===== src/rtl/inst_i_decoder.sv =====
// rtl/inst_i_decoder.sv - registered RV32I I-type decoder (optional INST_I_DEC_SEXT_EN adds imm_sext)
module inst_i_decoder (
  input  logic        clk,
  input  logic        rst,
  input  logic        in_valid,
  input  logic [31:0] instruction_word,
  output logic        out_valid,
  output logic [11:0] imm,
  output logic [4:0]  rs1,
  output logic [4:0]  rd,
  output logic [2:0]  funct3,
  output logic        is_load,
  output logic        is_alu_imm,
  output logic        is_jalr,
`ifdef INST_I_DEC_SEXT_EN
  output logic [31:0] imm_sext,
`endif
  output logic        illegal
);

  localparam logic [6:0] OPC_LOAD    = 7'b0000011;
  localparam logic [6:0] OPC_OP_IMM  = 7'b0010011;
  localparam logic [6:0] OPC_JALR    = 7'b1100111;
  localparam logic [6:0] SHAMT_HI_SRA = 7'b0100000;

  logic [6:0] opcode;
  logic [2:0] word_funct3;
  logic [6:0] imm_hi;
  logic       dec_load;
  logic       dec_alu_imm;
  logic       dec_jalr;
  logic       dec_illegal;

  assign opcode      = instruction_word[6:0];
  assign word_funct3 = instruction_word[14:12];
  assign imm_hi      = instruction_word[31:25];

  // Classify the opcode and judge legality of funct3 / shift-immediate upper bits
  always_comb begin
    dec_load    = 1'b0;
    dec_alu_imm = 1'b0;
    dec_jalr    = 1'b0;
    dec_illegal = 1'b1;
    case (opcode)
      OPC_LOAD: begin
        dec_load    = 1'b1;
        // 011 is LD (RV64), 110 is LWU (RV64), 111 is reserved
        dec_illegal = (word_funct3 == 3'b011) || (word_funct3 == 3'b110) ||
                      (word_funct3 == 3'b111);
      end
      OPC_OP_IMM: begin
        dec_alu_imm = 1'b1;
        case (word_funct3)
          3'b001:  dec_illegal = (imm_hi != 7'b0000000);
          3'b101:  dec_illegal = !((imm_hi == 7'b0000000) || (imm_hi == SHAMT_HI_SRA));
          default: dec_illegal = 1'b0;
        endcase
      end
      OPC_JALR: begin
        dec_jalr    = 1'b1;
        dec_illegal = (word_funct3 != 3'b000);
      end
      default: begin
        dec_illegal = 1'b1;
      end
    endcase
  end

  // Output registers: reset clears all, a valid word loads all, otherwise fields hold
  always_ff @(posedge clk) begin
    if (rst) begin
      out_valid  <= 1'b0;
      imm        <= 12'd0;
      rs1        <= 5'd0;
      rd         <= 5'd0;
      funct3     <= 3'd0;
      is_load    <= 1'b0;
      is_alu_imm <= 1'b0;
      is_jalr    <= 1'b0;
      illegal    <= 1'b0;
`ifdef INST_I_DEC_SEXT_EN
      imm_sext   <= 32'd0;
`endif
    end else begin
      out_valid <= in_valid;
      if (in_valid) begin
        imm        <= instruction_word[31:20];
        rs1        <= instruction_word[19:15];
        rd         <= instruction_word[11:7];
        funct3     <= word_funct3;
        is_load    <= dec_load;
        is_alu_imm <= dec_alu_imm;
        is_jalr    <= dec_jalr;
        illegal    <= dec_illegal;
`ifdef INST_I_DEC_SEXT_EN
        imm_sext   <= {{20{instruction_word[31]}}, instruction_word[31:20]};
`endif
      end
    end
  end

endmodule


===== config.mk =====
export PLATFORM = sky130hd
export DESIGN_NAME = inst_i_decoder
export DESIGN_NICKNAME = d
export VERILOG_FILES = /design/src/rtl/inst_i_decoder.sv
export SDC_FILE = /design/constraint.sdc
export NUM_CORES = 1
export LEC_CHECK = 0
export ABC_AREA = 1
export BUFFER_PORTS_ARGS = -buffer_cell sky130_fd_sc_hd__buf_4
export CAP_MARGIN = 20
export CORE_MARGIN = 2
export CORE_UTILIZATION = 39
export DETAILED_ROUTE_END_ITERATION = 12
export PLACE_DENSITY = 0.78
export REMOVE_ABC_BUFFERS = 1
export SLEW_MARGIN = 20
export SYNTH_ARGS = -nofsm -noshare
export SYNTH_HDL_FRONTEND = slang
export SYNTH_SLANG_ARGS = --single-unit

===== constraint.sdc =====
create_clock -name clk -period 0.8 [get_ports clk]
set_input_delay 0.04 -clock clk [delete_from_list [all_inputs] [get_ports clk]]
set_output_delay 0.04 -clock clk [all_outputs]
set_load 0.01 [all_outputs]

# After elaboration in Yosys (flattened, before gate mapping)

Index checks and enable logic that the tools add are counted.
W data, S select, Z words.

Logic and storage cells: 30
Memories: 0
Memory bits (read-only): 0
Bits in registers: 30
Memory bits (writable): 0
Bits in latches: 0
Input bits: 35

Add/sub/neg operators: 0
Shift operators: 0
Multipliers: 0
Muxes and demuxes: 5
Reduce and logical (&&, ||, !) cells: 7
Bitwise gates (word level): 0
Div/mod/pow operators: 0
Order comparisons: 0
Equality and inequality tests: 9

Operators by type and width:

| cell                 | count |
|---|---|
| $eq A3 B3 Y1 const B | 3 |
| $eq A7 B2 Y1 const B | 1 |
| $eq A7 B5 Y1 const B | 1 |
| $eq A7 B6 Y1 const B | 1 |
| $eq A7 B7 Y1 const B | 1 |
| $logic_not A7 Y1     | 1 |
| $reduce_bool A7 Y1   | 1 |
| $eq A3 B1 Y1 const B | 1 |
| $eq A3 B2 Y1 const B | 1 |
| $logic_or A1 B1 Y1   | 3 |
| $mux W1              | 3 |
| $pmux W1 S3          | 1 |
| $reduce_bool A3 Y1   | 1 |
| $pmux W1 S2          | 1 |
| $logic_not A1 Y1     | 1 |

# Logic depth before layout (Yosys ltp)

Gate-level depths: netlist of run 1.

Depth in word-level cells: 5
Depth in mapped cells: 9
Gate-level depth less buffers: 9

# Worst setup path before layout of run 1

No wires, ideal clock.

Path type: register -> register
From: register rd[1] (netlist name)
To: register rd[1]
Path slack: 0.174 ns
Cell stages (with the launch flop): 3
Arrival: 0.510 ns
Library setup time: 0.116 ns
Required time: 0.684 ns
Cell sequence: dfxtp_1 > o21ai_0 > nor2_1

RTL lines:

| what                 | line | text |
|---|---|---|
| end signal, assigned | 89   | `rd <= instruction_word[11:7];` |
| end, declared        | 10   | `output logic [4:0] rd,` |

# Worst setup path after layout of run 1

From: register illegal
To: output port illegal

RTL lines:

| what                   | line | text |
|---|---|---|
| start, declared        | 18   | `output logic illegal` |
| start signal, assigned | 94   | `illegal <= dec_illegal;` |

No word-level cell between the ends.

==> reports/metrics.yaml, run 1 <==
ys_warn_count: 0
power_density_nw_per_um2: 1528
grt_pass1_vias: 1354
grt.busiest_layer: "met2"
route.vias.total: 1374
status: "finished, violations left"
drive_above_1_share: 0.4160
criticalPathCategory: "flip-flop to output pin"
synth.top_cells.by_area: "dfxtp_1 (51%), nor2_1 (15%), o21ai_0 (12%), nand2_1 (6.0%), inv_1 (4.8%)"
dpl_cell_area_um2: 1714
seq_area_frac_synth: 0.5079
diodes: 0
synth_seq_cells: 30
skew_ns: 0
postCtsSetupRepairBufs: 0
cp_top_family: "flip-flops"
p_total_mw: 3.376
finalCritPeriodShare: 1.030
p_leak_nw: 1.082
start_util: 0.4180
pre_cts_slack_ns: 0.003284
cts_made_buffers: 5
critPathMaxFanout: 2
fin_crit_ns: 0.8243
grt.met1_usage: 0.2582
io_pins: 65
critPathMaxStageDelay_ns: 0.34
grt_pass1_wl_mm: 5.713
wl_per_cell_um: 11.67
grt-ovfl-total: 0
ant_nets: 0
cts.sinks: 30
syn_inst: 165
synth_top_area_frac: 0.5079
drcViolationCount: 0
dp_hpwl_mm: 2.021
viasPerCell: 4.689
synth-adder-area-share: 0
grt_antenna_before_repair: 0
worstHoldPathType: "input pin to flip-flop"
peakVddDrop_mv: 1.317
slew_violations: 0
setup_ws_ns: -0.02434
layout.nets: 296
cts.path.max_buffers: 2
cp_num_buf_inv: 1
tns_ns: -0.3081
avgSynthCellArea_um2: 7.166
htreeDepth: 2
synth_xor_xnor_area_share: 0
fillers: 195
first_pass_iters: 5
hold_violations: 0
finalWirelength_mm: 3.420
seq_area_um2: 638.1
cp.arrival_ns: 0.78
final_core_util: 0.7811
tightest_slew_ns: 0.3473
worstPathCellList: "buf_6"
slowest_stage: "dfxtp_2"
multi_input_area_um2: 481.7
grt_max_degree: 27
violations: "negative setup slack"
setup_violations: 29
met3_usage: 0.07205
yosysUniqueCellTypes: 13
cts_tree: "built"
die_area_um2: 3488
design_area_um2: 2210
die_y_um: 59.06
synth_area_um2: 1182
die_w_um: 59.06
port_buffers: 64
cts-root-buf: "clkbuf_4"
clkTransAtPathRegs_ns: 0.09
synthMuxAreaShare: 0
yosys.area_share.simple: 0.2402
met2_usage: 0.3730
max_slew_margin: 0.7681
end_kind: "output pin"
rsz0062_at_grt: "yes"
worstPathRequired_ns: 0.76
critPathLaunchType: "flip-flop"
fmax_mhz: 1213
placementRows: 19
yosysTopAreaCell: "dfxtp_1"
synth_compound_area_frac: 0.1651
track_usage: 0.2182
synth_top_family_by_area: "simple AND/OR/NAND/NOR gates"
place_congestion: 0.7776
drtIter0Drc: 49
area_growth_pct: 86.88
drv_cap: 0
clk_latency_ns: 0.32
coreArea_um2: 2829
through the flow:
step | hold WS [ns] | instances
floorplan | 0.1124 | 158
global route | 0.003097 | 293
detailed placement | 0.2208 | 257
global placement | 0.2205 | 257
finish | 0.01220 | 293
CTS | -0.002422 | 293
flip-flops by register name, summed over array words and instances (netlist names):
signal	flops
illegal	1
funct3	3
is_alu_imm	1
imm	12
rd	5
rs1	5
is_jalr	1
is_load	1
out_valid	1
cell usage in the layout (no fill, tap or decap), drive strengths merged:
cell type     count
nor2             50
nand3             3
inv              16
nand2            19
a21oi            10
nor3              1
clkbuf            7
dlymetal6s4s      1
dlygate4sd3      27
o21ai            29
dfxtp            30
clkinv            1
buf              68
synthesized netlist by cell type:
library cell  number
buf_4              3
nor3_1             1
nor2_2             2
buf_2              2
nand3_1            3
dfxtp_1           30
o21ai_0           29
nand2_1           19
nor2_1            48
inv_1             15
clkbuf_2           2
inv_2              1
a21oi_1           10
power by group:
part	switching, mW	total [mW]	internal [mW]
registers	0.0650	1.68	1.61
logic	0.303	0.770	0.466
clock network	0.502	0.927	0.425
area by class of cell:
| cell class | count | share of cell area |
|---|---|---|
| Inverter | 16 | 0.02718 |
| Sequential cell | 30 | 0.2888 |
| Clock buffer | 7 | 0.02492 |
| Timing Repair Buffer | 96 | 0.4213 |
| Clock inverter | 1 | 0.002265 |
| Tap cell | 31 | 0.01755 |
| Multi-Input combinational cell | 112 | 0.2180 |
path summary, 6_finish.rpt:
check | startpoint | endpoint | slack, ns | cells after the start
setup / recovery | illegal | illegal | -0.02 | 1
setup reg to reg | imm[10] | imm[10] | 0.13 | 2
hold / removal | instruction_word[5] | is_load | 0.01 | 4
hold reg to reg | imm[1] | imm[1] | 0.51 | 2
kinds of logic after synthesis:
| family | after synthesis |
|---|---|
| compound gates | 39 |
| buf+inv | 23 |
| flops | 30 |
| simple gates | 73 |
per-layer routing:
| layer | part of all wire | vias to the layer above | wire length (um) |
|---|---|---|---|
| met4 | 0.012 | 0 | 41 |
| met5 | 0 | - | 0 |
| met1 | 0.44 | 614 | 1499 |
| li1 | - | 708 | - |
| met2 | 0.49 | 47 | 1671 |
| met3 | 0.061 | 5 | 207 |
timing repair:
| action | in CTS | in global routing |
|---|---|---|
| resized for setup | 60 | 2 |
| gates cloned | 0 | 0 |
| endpoints found under the setup margin | 30 | 31 |
| hold buffers | 28 | 0 |
| endpoints found under the hold margin | 29 | 0 |
Power figures use the tool's default switching activity.
==> inputs of run 2 (changes only) <==
ABC_AREA = not set   (was 1)
CORE_UTILIZATION = 38   (was 39)
GPL_TIMING_DRIVEN = 0   (was not set)
PLACE_DENSITY = 0.77   (was 0.78)
==> reports/metrics.yaml, run 2 <==
status: "finished, violations left"
violations: "design-rule violations, negative setup slack"
avgSynthCellArea_um2: 10.35
io_pins: 65
grt_pass1_vias: 1278
wl_per_cell_um: 16.41
cts.sinks: 30
rsz0062_at_grt: "yes"
cp.depth: 5
hold_violations: 0
critPathMaxFanout: 2
ys_warn_count: 0
grt_pass1_wl_mm: 6.113
clkTransAtPathRegs_ns: 0.09
skew_ns: 0
synth_seq_cells: 30
slew_violations: 0
synth.top_cells.by_area: "dfxtp_1 (52%), mux2i_1 (23%), nor2_1 (8.8%), a2111oi_4 (2.4%), nand2b_1 (1.6%)"
fin_hold_ws_ns: 0.02624
die_y_um: 58.98
yosysMostFrequentCell: "dfxtp_1"
drv_cap: 0
criticalPathCategory: "input pin to flip-flop"
finalCritPeriodShare: 1.350
synth_edf_count: 0
grt_antenna_before_repair: 0
netlist_top_cells_count: "dfxtp_1 (30), nor2_1 (27), mux2i_1 (26)"
grt_max_degree: 33
synth_ff_type: "dfxtp_1"
cts.path.max_buffers: 2
placementRows: 19
synth_top_area_frac: 0.5229
p_leak_nw: 1.021
r2r-end: "illegal"
cts-root-buf: "clkbuf_4"
die_w_um: 58.98
yosysTopAreaCell: "dfxtp_1"
yosysUniqueCellTypes: 21
setup_ws_ns: -0.2802
port_buffers: 64
setup_violations: 32
seq_area_frac_synth: 0.5229
htreeDepth: 2
rrSetupSlack_ns: -0.10
start_util: 0.4095
tns_ns: -0.9545
worstRegToRegCells: 2
max_slew_margin: 0.6773
peakVddDrop_mv: 1.442
area_growth_pct: 88.13
final_common_cell: "buf_4"
ant_nets: 0
hold_depth: 2
die_area_um2: 3479
syn_inst: 111
track_usage: 0.2409
finalWirelength_mm: 3.906
cp.arrival_ns: 1.29
drtIter0Drc: 43
diodes: 0
async_flop_share: 0
end_kind: "flip-flop"
tightest_slew_ns: 0.4841
coreArea_um2: 2805
layout.nets: 241
synth_area_um2: 1149
viasPerCell: 5.046
drive_above_1_share: 0.5314
crit_end: "illegal"
largest_register_ffs: 12
clk_latency_ns: 0.32
dp_hpwl_mm: 2.007
final_cell_mix: "buf_4 (39), buf_6 (31), dfxtp_2 (29)"
critPathMaxStageDelay_ns: 0.54
worstPathCellList: "buf_6, or4_4, a2111oi_4, nor4b_2, a311o_1"
r2r_start: "illegal"
first_pass_iters: 8
drcViolationCount: 4
slowest_stage: "or4_4"
cts_tree: "built"
worstHoldPathType: "input pin to flip-flop"
cp-startpoint: "instruction_word[28]"
place_congestion: 0.7329
power_density_nw_per_um2: 1548
critPathLaunchType: "input pin"
cp_num_buf_inv: 1
reg.largest.list: "imm (12), rd (5), rs1 (5)"
worstPathRequired_ns: 1.01
fmax_mhz: 925.8
fin_crit_ns: 1.080
largest_register: "imm"
route.vias.total: 1201
cp_top_family: "simple AND/OR/NAND/NOR gates"
grt-ovfl-total: 0
cts_made_buffers: 5
## run 2: cell types whose count changed after synthesis, moves of 4 or more
cell | before | now
o21ai_0 | 29 | 0
mux2i_1 | 0 | 26
nor2_1 | 48 | 27
nand2_1 | 19 | 0
inv_1 | 15 | 3
a21oi_1 | 10 | 2
buf_1 | 0 | 4
## run 2: cell families after synthesis
kind of cell	synth area share
simple gates	0.1612
flops	0.5229
mux	0.2266
buf+inv	0.03376
compound gates	0.05556
## run 2: layout make-up
type	count	area [um2]
Clock buffer	7	55.05
Tap cell	31	38.79
Sequential cell	30	636.9
Inverter	3	11.26
Multi-Input combinational cell	71	521.8
Timing Repair Buffer	95	892.1
Clock inverter	1	5.005
Fill cell	183	644.4
## run 2: how the worst min path moves through the flow
stage	startpoint	end	slack, ns
after global placement	instruction_word[7]	rd[0]	0.27
final	instruction_word[4]	illegal	0.03
after floorplan	rst	is_alu_imm	0.11
after global routing	instruction_word[4]	illegal	0.007
after CTS	instruction_word[4]	illegal	0.008
after detailed placement	instruction_word[15]	rs1[0]	0.29
## run 2: per-stage QoR
stage	std cells	area, um2	power (mW)	setup slack, ns	util
6_report	238	2161	3.346	-0.2802	0.7703
5_1_grt	238	2161	3.489	-0.2837	0.7703
4_1_cts	234	2130	3.275	-0.2308	0.7591
3_5_place_dp	199	1640	2.166	-0.7844	0.5847
3_3_place_gp	199	1640	2.146	-0.7776	0.5847
2_1_floorplan	104	1121	1.820	-0.6068	-
## run 2: power breakdown
group / internal, mW / switching [mW] / total, mW
logic: 0.438 / 0.276 / 0.714
clock network: 0.426 / 0.554 / 0.980
registers: 1.59 / 0.0614 / 1.65
## run 2: routing by layer
layer,routed length [um],global-route usage,vias up
met1,1461,0.2578,561
met4,97,0.1039,0
met5,0,0,-
met2,2041,0.4206,62
li1,-,-,568
met3,305,0.09170,10
## run 2: what timing repair did
action                                  in CTS  in global routing
resized for setup                           61                  1
hold endpoints to repair                    25                  0
endpoints found under the setup margin      33                 31
pin swaps                                    4                  0
buffers inserted                             2                  4
hold buffers                                25                  0
==> inputs of run 3 (changes only) <==
CORE_MARGIN = not set   (was 2)
SLEW_MARGIN = not set   (was 20)
==> reports/metrics.yaml, run 3 (synthesized netlist as in run 2, its figures left out) <==
cp.arrival_ns: 1.28
clk_latency_ns: 0.31
setup_violations: 12
grt_antenna_before_repair: 0
rsz0062_at_grt: "yes"
peakVddDrop_mv: 1.325
power_density_nw_per_um2: 1505
area_growth_pct: 85.51
max_slew_margin: 0.6841
post-place-cells: 199
end_kind: "flip-flop"
dp_hpwl_mm: 1.942
dr.max_layer_used: "met4"
drtIter0Drc: 32
wl_per_cell_um: 16.03
drv_cap: 0
grt-ovfl-total: 0
critPathMaxStageDelay_ns: 0.54
worstPathCellList: "buf_6, or4_4, a2111oi_4, nor4b_2, a311o_1"
final_core_util: 0.7596
diodes: 0
design_area_um2: 2131
fmax_mhz: 927.3
cts_tree: "built"
worstPathRequired_ns: 1.00
violations: "design-rule violations, negative setup slack"
cts.sinks: 30
cp_num_buf_inv: 1
final_common_cell: "buf_4"
final_cells: 233
grt_max_degree: 33
fin_crit_ns: 1.078
cts_made_buffers: 5
finalCritPeriodShare: 1.348
port_buffers: 64
wl_met1_mm: 1.297
largest_register_ffs: 12
largest_register: "imm"
slowest_stage: "or4_4"
hold_violations: 0
critPathMaxFanout: 2
tightest_slew_ns: 0.4739
p_total_mw: 3.207
reg.largest.list: "imm (12), rd (5), rs1 (5)"
criticalPathCategory: "input pin to flip-flop"
cts-root-buf: "clkbuf_4"
die_y_um: 56.98
die_w_um: 56.98
coreArea_um2: 2805
die_area_um2: 3247
grt_pass1_vias: 1273
wl_met2_mm: 2.143
ant_nets: 0
p_leak_nw: 1.002
worstHoldPathType: "input pin to flip-flop"
drive_above_1_share: 0.5297
htreeDepth: 2
cp_top_family: "simple AND/OR/NAND/NOR gates"
final_cell_mix: "buf_4 (36), buf_6 (32), dfxtp_2 (29)"
setup_ws_ns: -0.2784
placementRows: 19
slew_violations: 0
dpl_cell_area_um2: 1640
layout.nets: 238
viasPerCell: 5.021
place_congestion: 0.6567
drcViolationCount: 6
finalWirelength_mm: 3.734
start_util: 0.4095
grt_pass1_wl_mm: 5.733
cts.path.max_buffers: 2
route.vias.total: 1170
status: "finished, violations left"
io_pins: 65
wl_met3_um: 275
critPathLaunchType: "input pin"
tns_ns: -0.3919
clkTransAtPathRegs_ns: 0.08
skew_ns: 0
track_usage: 0.2412
first_pass_iters: 8
==> run 3: changes by cell type in the layout (fill, tap and decap cells not counted), sizes merged <==
cell         before  now
clkinv            1    0
clkbuf            7    6
buf              70   68
dlygate4sd3      25   24
==> run 3: repair_timing <==
item | 4_1_cts | 5_1_grt
hold buffers | 24 | 0
resized for setup | 61 | 2
endpoints found under the hold margin | 24 | 0
buffers inserted | 2 | 2
setup endpoints to repair | 32 | 32
pin swaps | 4 | 1
==> run 3: path summary, 6_finish.rpt <==
kind         slack [ns]         end            startpoint  depth (start not counted)
max               -0.28     illegal  instruction_word[28]                          5
min reg2reg        0.48  is_alu_imm            is_alu_imm                          2
min                0.02     illegal   instruction_word[4]                          2
max reg2reg       -0.08     illegal               illegal                          2
==> run 3: power by group <==
| group | switching [mW] | internal, mW | total, mW |
|---|---|---|---|
| Combinational | 0.271 | 0.433 | 0.704 |
| Sequential | 0.0627 | 1.59 | 1.65 |
| Clock | 0.455 | 0.395 | 0.850 |
| Total | 0.788 | 2.42 | 3.21 |
==> run 3: cell type report <==
class                           count  area [um2]
Tap cell                           31       38.79
Inverter                            3       11.26
Fill cell                         196       674.4
Multi-Input combinational cell     71       521.8
Clock buffer                        6       51.30
Timing Repair Buffer               92       870.8
Sequential cell                    30       636.9
==> run 3: per-stage QoR <==
stage / hold slack (ns) / setup WS [ns]
floorplan: 0.1091 / -0.6068
global placement: 0.2722 / -0.7790
detailed placement: 0.2871 / -0.7984
CTS: 0.003624 / -0.2375
global route: 0.005180 / -0.2838
finish: 0.02169 / -0.2784
==> run 3: per-layer routing <==
metal / GRT usage / vias to the layer above
li1: - / 565
met1: 0.2246 / 557
met2: 0.4706 / 46
met3: 0.08617 / 2
met4: 0.09756 / 0
met5: 0 / -
